**src/rtl/usb_pkg.sv**
```systemverilog
// Shared types and constants for the USB bulk-endpoint transaction controller.
package usb_pkg;

  // PID classes reported by the receiver at end of packet
  localparam logic [3:0] PID_IN    = 4'b0001;
  localparam logic [3:0] PID_OUT   = 4'b0010;
  localparam logic [3:0] PID_ACK   = 4'b0100;
  localparam logic [3:0] PID_NAK   = 4'b1000;
  localparam logic [3:0] PID_OTHER = 4'b0000;

  // Packet the transmitter is told to send
  typedef enum logic [2:0] {
    TX_NONE  = 3'b000,
    TX_DATA  = 3'b001,
    TX_ACK   = 3'b010,
    TX_NAK   = 3'b011,
    TX_STALL = 3'b100
  } tx_packet_t;

  // Transaction controller states
  typedef enum logic [2:0] {
    IDLE,
    OUT_WAIT,
    TURN,
    TX_BUSY,
    IN_WAIT
  } state_t;

  localparam int TIMEOUT_CYCLES_DEFAULT    = 160;
  localparam int TURNAROUND_CYCLES_DEFAULT = 2;
  localparam int TIMER_W_DEFAULT           = 8;

endpackage

```
**src/rtl/usb_txn_ctrl_if.sv**
```systemverilog
// Receiver/transmitter/host signal bundle seen by the transaction controller.
interface usb_txn_ctrl_if;
  logic [3:0] rx_packet;
  logic       rx_data_ready;
  logic       rx_transfer_active;
  logic       rx_error;
  logic [6:0] rx_buffer_occupancy;
  logic       tx_data_ready;
  logic       tx_transfer_active;
  logic       tx_error;
  logic       ep_halt;
  logic       tx_start;
  logic [2:0] tx_packet;
  logic       d_mode;
  logic       flush;
  logic       out_done;
  logic       in_done;
  logic       txn_error;

  // Controller side
  modport slave (
    input  rx_packet, rx_data_ready, rx_transfer_active, rx_error,
    input  rx_buffer_occupancy, tx_data_ready, tx_transfer_active,
    input  tx_error, ep_halt,
    output tx_start, tx_packet, d_mode, flush, out_done, in_done, txn_error
  );

  // Environment side (receiver, transmitter, host logic)
  modport master (
    output rx_packet, rx_data_ready, rx_transfer_active, rx_error,
    output rx_buffer_occupancy, tx_data_ready, tx_transfer_active,
    output tx_error, ep_halt,
    input  tx_start, tx_packet, d_mode, flush, out_done, in_done, txn_error
  );
endinterface

```
**src/rtl/usb_eop_detect.sv**
```systemverilog
// End-of-packet detector: flags the cycle in which the receiver's
// transfer-active indication falls.
module usb_eop_detect (
  input  logic clk,
  input  logic n_rst,
  input  logic active,
  output logic eop
);
  logic prev_active_reg;

  // Remember last cycle's transfer-active level
  always_ff @(posedge clk or negedge n_rst) begin
    if (!n_rst) prev_active_reg <= 1'b0;
    else        prev_active_reg <= active;
  end

  assign eop = prev_active_reg & ~active;
endmodule

```
**src/rtl/usb_txn_ctrl.sv**
```systemverilog
// Device-side transaction controller for one bulk endpoint: chooses the
// handshake/data response, sequences the transmitter and RX buffer flush,
// and reports completed or abandoned transactions.
module usb_txn_ctrl
  import usb_pkg::*;
#(
  parameter int TIMEOUT_CYCLES    = TIMEOUT_CYCLES_DEFAULT,
  parameter int TURNAROUND_CYCLES = TURNAROUND_CYCLES_DEFAULT,
  parameter int TIMER_W           = TIMER_W_DEFAULT
) (
  input logic           clk,
  input logic           n_rst,
  usb_txn_ctrl_if.slave bus
);
  localparam logic [TIMER_W-1:0] TIMEOUT_LAST = TIMER_W'(TIMEOUT_CYCLES - 1);
  localparam logic [TIMER_W-1:0] TURN_LAST    = TIMER_W'(TURNAROUND_CYCLES - 1);

  logic               eop;
  state_t             state_reg;
  tx_packet_t         pending_reg;
  tx_packet_t         tx_packet_reg;
  logic [TIMER_W-1:0] timer_reg;
  logic               accept_reg;
  logic               tx_active_prev_reg;
  logic               tx_start_reg;
  logic               d_mode_reg;
  logic               flush_reg;
  logic               out_done_reg;
  logic               in_done_reg;
  logic               txn_error_reg;
  logic               tx_fall;

  usb_eop_detect u_eop_detect (
    .clk    (clk),
    .n_rst  (n_rst),
    .active (bus.rx_transfer_active),
    .eop    (eop)
  );

  // Transmitter completion is its falling transfer-active edge
  assign tx_fall = tx_active_prev_reg & ~bus.tx_transfer_active;

  // Transaction FSM with shared timeout/turnaround timer; all outputs registered
  always_ff @(posedge clk or negedge n_rst) begin
    if (!n_rst) begin
      state_reg          <= IDLE;
      pending_reg        <= TX_NONE;
      tx_packet_reg      <= TX_NONE;
      timer_reg          <= '0;
      accept_reg         <= 1'b0;
      tx_active_prev_reg <= 1'b0;
      tx_start_reg       <= 1'b0;
      d_mode_reg         <= 1'b0;
      flush_reg          <= 1'b0;
      out_done_reg       <= 1'b0;
      in_done_reg        <= 1'b0;
      txn_error_reg      <= 1'b0;
    end else begin
      tx_start_reg       <= 1'b0;
      flush_reg          <= 1'b0;
      out_done_reg       <= 1'b0;
      in_done_reg        <= 1'b0;
      txn_error_reg      <= 1'b0;
      tx_active_prev_reg <= bus.tx_transfer_active;
      case (state_reg)
        IDLE: begin
          if (eop) begin
            if (bus.rx_error) begin
              txn_error_reg <= 1'b1;
            end else if (bus.rx_packet == PID_OUT) begin
              accept_reg <= (bus.rx_buffer_occupancy == 7'd0) && !bus.ep_halt;
              timer_reg  <= '0;
              state_reg  <= OUT_WAIT;
            end else if (bus.rx_packet == PID_IN) begin
              pending_reg <= bus.ep_halt ? TX_STALL :
                             (bus.tx_data_ready ? TX_DATA : TX_NAK);
              timer_reg   <= '0;
              state_reg   <= TURN;
            end
          end
        end
        OUT_WAIT: begin
          // A decisive eop takes priority over a coincident timeout
          if (eop && bus.rx_error) begin
            flush_reg     <= 1'b1;
            txn_error_reg <= 1'b1;
            state_reg     <= IDLE;
          end else if (eop && bus.rx_data_ready) begin
            if (bus.ep_halt) begin
              pending_reg <= TX_STALL;
              flush_reg   <= 1'b1;
            end else if (accept_reg) begin
              pending_reg <= TX_ACK;
            end else begin
              pending_reg <= TX_NAK;
              flush_reg   <= 1'b1;
            end
            timer_reg <= '0;
            state_reg <= TURN;
          end else if (timer_reg == TIMEOUT_LAST) begin
            flush_reg     <= 1'b1;
            txn_error_reg <= 1'b1;
            state_reg     <= IDLE;
          end else begin
            timer_reg <= timer_reg + 1'b1;
          end
        end
        TURN: begin
          if (timer_reg == TURN_LAST) begin
            tx_packet_reg <= pending_reg;
            tx_start_reg  <= 1'b1;
            d_mode_reg    <= 1'b1;
            state_reg     <= TX_BUSY;
          end else begin
            timer_reg <= timer_reg + 1'b1;
          end
        end
        TX_BUSY: begin
          if (bus.tx_error) begin
            d_mode_reg    <= 1'b0;
            tx_packet_reg <= TX_NONE;
            txn_error_reg <= 1'b1;
            state_reg     <= IDLE;
          end else if (tx_fall) begin
            d_mode_reg    <= 1'b0;
            tx_packet_reg <= TX_NONE;
            case (pending_reg)
              TX_ACK: begin
                out_done_reg <= 1'b1;
                state_reg    <= IDLE;
              end
              TX_DATA: begin
                timer_reg <= '0;
                state_reg <= IN_WAIT;
              end
              default: state_reg <= IDLE;
            endcase
          end
        end
        IN_WAIT: begin
          // Host data stays staged on any failure so it can be retried
          if (eop) begin
            if ((bus.rx_packet == PID_ACK) && !bus.rx_error) in_done_reg <= 1'b1;
            else                                             txn_error_reg <= 1'b1;
            state_reg <= IDLE;
          end else if (timer_reg == TIMEOUT_LAST) begin
            txn_error_reg <= 1'b1;
            state_reg     <= IDLE;
          end else begin
            timer_reg <= timer_reg + 1'b1;
          end
        end
        default: state_reg <= IDLE;
      endcase
    end
  end

  assign bus.tx_start  = tx_start_reg;
  assign bus.tx_packet = tx_packet_reg;
  assign bus.d_mode    = d_mode_reg;
  assign bus.flush     = flush_reg;
  assign bus.out_done  = out_done_reg;
  assign bus.in_done   = in_done_reg;
  assign bus.txn_error = txn_error_reg;
endmodule

```
**src/flat_wrapper.sv**
```systemverilog
// flat-port wrapper written by rule: the top's interface ports become plain ports
module usb_txn_ctrl_flat import usb_pkg::*;
#(
  parameter int TIMEOUT_CYCLES    = TIMEOUT_CYCLES_DEFAULT,
  parameter int TURNAROUND_CYCLES = TURNAROUND_CYCLES_DEFAULT,
  parameter int TIMER_W           = TIMER_W_DEFAULT
)
  (clk, n_rst, bus_rx_packet, bus_rx_data_ready, bus_rx_transfer_active, bus_rx_error, bus_rx_buffer_occupancy, bus_tx_data_ready, bus_tx_transfer_active, bus_tx_error, bus_ep_halt, bus_tx_start, bus_tx_packet, bus_d_mode, bus_flush, bus_out_done, bus_in_done, bus_txn_error);
  usb_txn_ctrl_if bus_i ();
  input logic clk;
  input logic n_rst;
  input wire logic [$bits(bus_i.rx_packet)-1:0] bus_rx_packet;
  input wire logic [$bits(bus_i.rx_data_ready)-1:0] bus_rx_data_ready;
  input wire logic [$bits(bus_i.rx_transfer_active)-1:0] bus_rx_transfer_active;
  input wire logic [$bits(bus_i.rx_error)-1:0] bus_rx_error;
  input wire logic [$bits(bus_i.rx_buffer_occupancy)-1:0] bus_rx_buffer_occupancy;
  input wire logic [$bits(bus_i.tx_data_ready)-1:0] bus_tx_data_ready;
  input wire logic [$bits(bus_i.tx_transfer_active)-1:0] bus_tx_transfer_active;
  input wire logic [$bits(bus_i.tx_error)-1:0] bus_tx_error;
  input wire logic [$bits(bus_i.ep_halt)-1:0] bus_ep_halt;
  output wire logic [$bits(bus_i.tx_start)-1:0] bus_tx_start;
  output wire logic [$bits(bus_i.tx_packet)-1:0] bus_tx_packet;
  output wire logic [$bits(bus_i.d_mode)-1:0] bus_d_mode;
  output wire logic [$bits(bus_i.flush)-1:0] bus_flush;
  output wire logic [$bits(bus_i.out_done)-1:0] bus_out_done;
  output wire logic [$bits(bus_i.in_done)-1:0] bus_in_done;
  output wire logic [$bits(bus_i.txn_error)-1:0] bus_txn_error;
  assign bus_i.rx_packet = bus_rx_packet;
  assign bus_i.rx_data_ready = bus_rx_data_ready;
  assign bus_i.rx_transfer_active = bus_rx_transfer_active;
  assign bus_i.rx_error = bus_rx_error;
  assign bus_i.rx_buffer_occupancy = bus_rx_buffer_occupancy;
  assign bus_i.tx_data_ready = bus_tx_data_ready;
  assign bus_i.tx_transfer_active = bus_tx_transfer_active;
  assign bus_i.tx_error = bus_tx_error;
  assign bus_i.ep_halt = bus_ep_halt;
  assign bus_tx_start = bus_i.tx_start;
  assign bus_tx_packet = bus_i.tx_packet;
  assign bus_d_mode = bus_i.d_mode;
  assign bus_flush = bus_i.flush;
  assign bus_out_done = bus_i.out_done;
  assign bus_in_done = bus_i.in_done;
  assign bus_txn_error = bus_i.txn_error;
  usb_txn_ctrl #(.TIMEOUT_CYCLES(TIMEOUT_CYCLES), .TURNAROUND_CYCLES(TURNAROUND_CYCLES), .TIMER_W(TIMER_W)) u_core (.clk(clk), .n_rst(n_rst), .bus(bus_i));
endmodule
```
**config.mk**
```make
export PLATFORM = sky130hd
export DESIGN_NAME = usb_txn_ctrl_flat
export DESIGN_NICKNAME = d
export VERILOG_FILES = /design/src/rtl/usb_pkg.sv /design/src/rtl/usb_txn_ctrl_if.sv /design/src/rtl/usb_eop_detect.sv /design/src/rtl/usb_txn_ctrl.sv /design/src/flat_wrapper.sv
export SDC_FILE = /design/constraint.sdc
export NUM_CORES = 1
export LEC_CHECK = 0
export ABC_AREA = 0
export ABC_CLOCK_PERIOD_IN_PS = 2000
export BUFFER_PORTS_ARGS = -buffer_cell sky130_fd_sc_hd__buf_2
export CORE_MARGIN = 3
export CORE_UTILIZATION = 49
export DETAILED_ROUTE_END_ITERATION = 10
export GPL_ROUTABILITY_DRIVEN = 1
export PLACE_DENSITY_LB_ADDON = 0.3
export SYNTH_ARGS = -nofsm -noshare
export SYNTH_HDL_FRONTEND = slang
export SYNTH_HIERARCHICAL = 1
export SYNTH_SLANG_ARGS = --single-unit
```
**constraint.sdc**
```tcl
create_clock -name clk -period 2 [get_ports clk]
set_clock_uncertainty 0.15 [all_clocks]
set_input_delay 0 -clock clk [delete_from_list [all_inputs] [get_ports clk]]
set_output_delay 0 -clock clk [all_outputs]
set_load 0.02 [all_outputs]
```
==> results.ini <==
[detailed_routing]
wl_per_cell_um=16.1
drtAntennaViolNets=0
drt_iter0_markers=133
vias_per_cell=5.96
wirelength_um=4210
vias=1555
drc=0
dr.pass1.iters=5

[layout]
drive_gt1_frac=0.352
num_antenna_cells=0
largest_reg_flops=8
post-route-util=0.710
final_cell_area_um2=2060
fill_cells=223
multi_input_area_um2=858
fin_nets=242
area_growth_pct=31.8
layoutNonFillerInstCount=261
seqCellArea_um2=652

[grt]
grt_pass1_vias=1568
grt_usage=0.230
grt_pass1_wl_um=7250
grt_max_degree=27
overflow=0
antenna_found_initial=0

[die]
row_count=19
die_w_um=62.5
ios=29
core_area_um2=2900
start_util=0.539
fp.dieArea_um2=3900
die_y_um=62.5

[power]
p_leak_nw=0.977
peakVddDrop_uv=896
power_density_nw_per_um2=1130
p_total_mw=2.33

[worst_setup_path]
critical_path_required_ns=2.13
cp.arrival_ns=2.31
critPathKind=register to register
r2r_setup_slack_ns=-0.19
crit_fanout=6
end_kind=register
startpoint_type=register

[sta]
maxSlewViolCount=0
relSlewSlack=0.615
period_share=1.09
grt_setup_unrepaired=true
setup_violations=8
clock.fmax_mhz=457
hold_violations=0
period_needed_ns=2.19
tns_ns=-0.954
worst_slack_ns=-0.187
worstMarginPinSlew_ns=0.574

[yosys]
yosysMostFrequentCell=dfrtp_1
yosys.area.top_type_share=0.416
ys_top_cells_by_area=dfrtp_1 42%, nor2_1 3.6%, a21oi_1 3.2%
synth_fp_nets=182
ys_seq_elements=26
async_flop_share=1.00
avgSynthCellArea_um2=9.77
yosysSeqAreaShare=0.416
synth_area_um2=1560
synth_commonest_cells=26 x dfrtp_1, 15 x nor2_1, 11 x nand2_1, 10 x a21oi_1, 9 x o21ai_0
yosysTopAreaCell=dfrtp_1
synth_edf_count=0
synth-main-ff-cell=dfrtp_1
yosysWarnings=6
yosysUniqueCellTypes=56
synthCells=160

[place]
io_buffer_count=28
hpwl_um=2950
gp_congestion=0.860
dp.cells=243
place_area_um2=1850

[cts]
cts-root-buf=clkbuf_4
cts_tree=yes
htree_levels=1
clock_latency_ns=0.32
clkTransAtPathRegs_ns=0.15
clk_path_buf_depth=2
cts_made_buffers=3
cts.sinks=26

[outcome]
status=finished, violations left
violations=negative setup slack

[flow_run]
drv_cap=0

[worst_hold_path]
hp-class=input pin to register

==> placed cells by master, fill, tap and decap left out, types with 4 or more instances in the layout <==
master,netlist,final
a21oi_1,10,10
a31oi_1,4,4
and3_1,4,4
buf_2,0,28
buf_4,2,23
dfrtp_1,26,25
dlygate4sd3_1,0,12
nand2_1,11,9
nand3_1,6,6
nor2_1,15,14
nor4_1,4,4
o21ai_0,9,6
==> final cells by class <==
| class | instances | area share |
|---|---|---|
| clock buffers | 3 | 0.0109 |
| inverters | 3 | 0.00547 |
| multi-input cells | 123 | 0.417 |
| well taps | 42 | 0.0255 |
| flip-flops and latches | 26 | 0.317 |
| clock inverters | 1 | 0.0146 |
| repair buffers | 63 | 0.210 |
==> per-layer routing <==
metal  vias up  track usage  wire length [um]
li1        726            -                 -
met1       738        0.290              1740
met2        81        0.386              2070
met3        10       0.0558               337
met4         0       0.0716                72
met5         -            0                 0
==> metrics by stage <==
stage               hold WS (ns)  setup slack, ns
floorplan                 -0.446           -0.162
global placement          -0.130           -0.102
detailed placement        -0.121           -0.149
CTS                      0.00146           -0.188
global route              0.0112           -0.255
finish                    0.0124           -0.187
==> worst paths after layout <==
check | end | startpoint | depth (start not counted)
min in group asynchronous | u_core/u_eop_detect/prev_active_reg | n_rst | 2
hold / removal | u_core/pending_reg[1] | bus_tx_data_ready | 4
hold reg to reg | u_core/bus.d_mode | u_core/bus.d_mode | 1
setup reg to reg | u_core/timer_reg[7] | u_core/u_eop_detect/prev_active_reg | 6
max in group asynchronous | u_core/state_reg[2] | n_rst | 2
setup / recovery | u_core/timer_reg[7] | u_core/u_eop_detect/prev_active_reg | 6
==> logic make-up after synthesis <==
family                   synth area share
AND/OR/NAND/NOR                     0.259
AO/OA/AOI/OAI                       0.226
multiplexers                       0.0280
buffers and inverters              0.0488
flip-flops                          0.416
XOR/XNOR                          0.00561
adder cells (fa/ha/maj)            0.0160
==> worst max-delay path, stage by stage (launching register included) <==
cell	delay, ns
dfrtp_1	0.35
nor2b_4	0.16
nand2b_4	0.06
or4_4	0.50
a221o_1	0.41
or4_1	0.43
nand2_1	0.07
==> power by group <==
part | total, mW | leakage, nW | switching (mW) | internal, mW
Clock | 0.363 | 0.0279 | 0.160 | 0.203
Sequential | 0.752 | 0.341 | 0.114 | 0.638
Combinational | 1.22 | 0.608 | 0.650 | 0.568
==> repair_timing <==
action,4_1_cts,5_1_grt
gates resized for setup,5,4
hold endpoints to repair,37,0
endpoints found under the setup margin,8,8
setup buffers,1,1
hold buffers,12,0
cloned,0,0
pin swaps,1,2
Note: power is estimated with default switching activity, not from simulation.
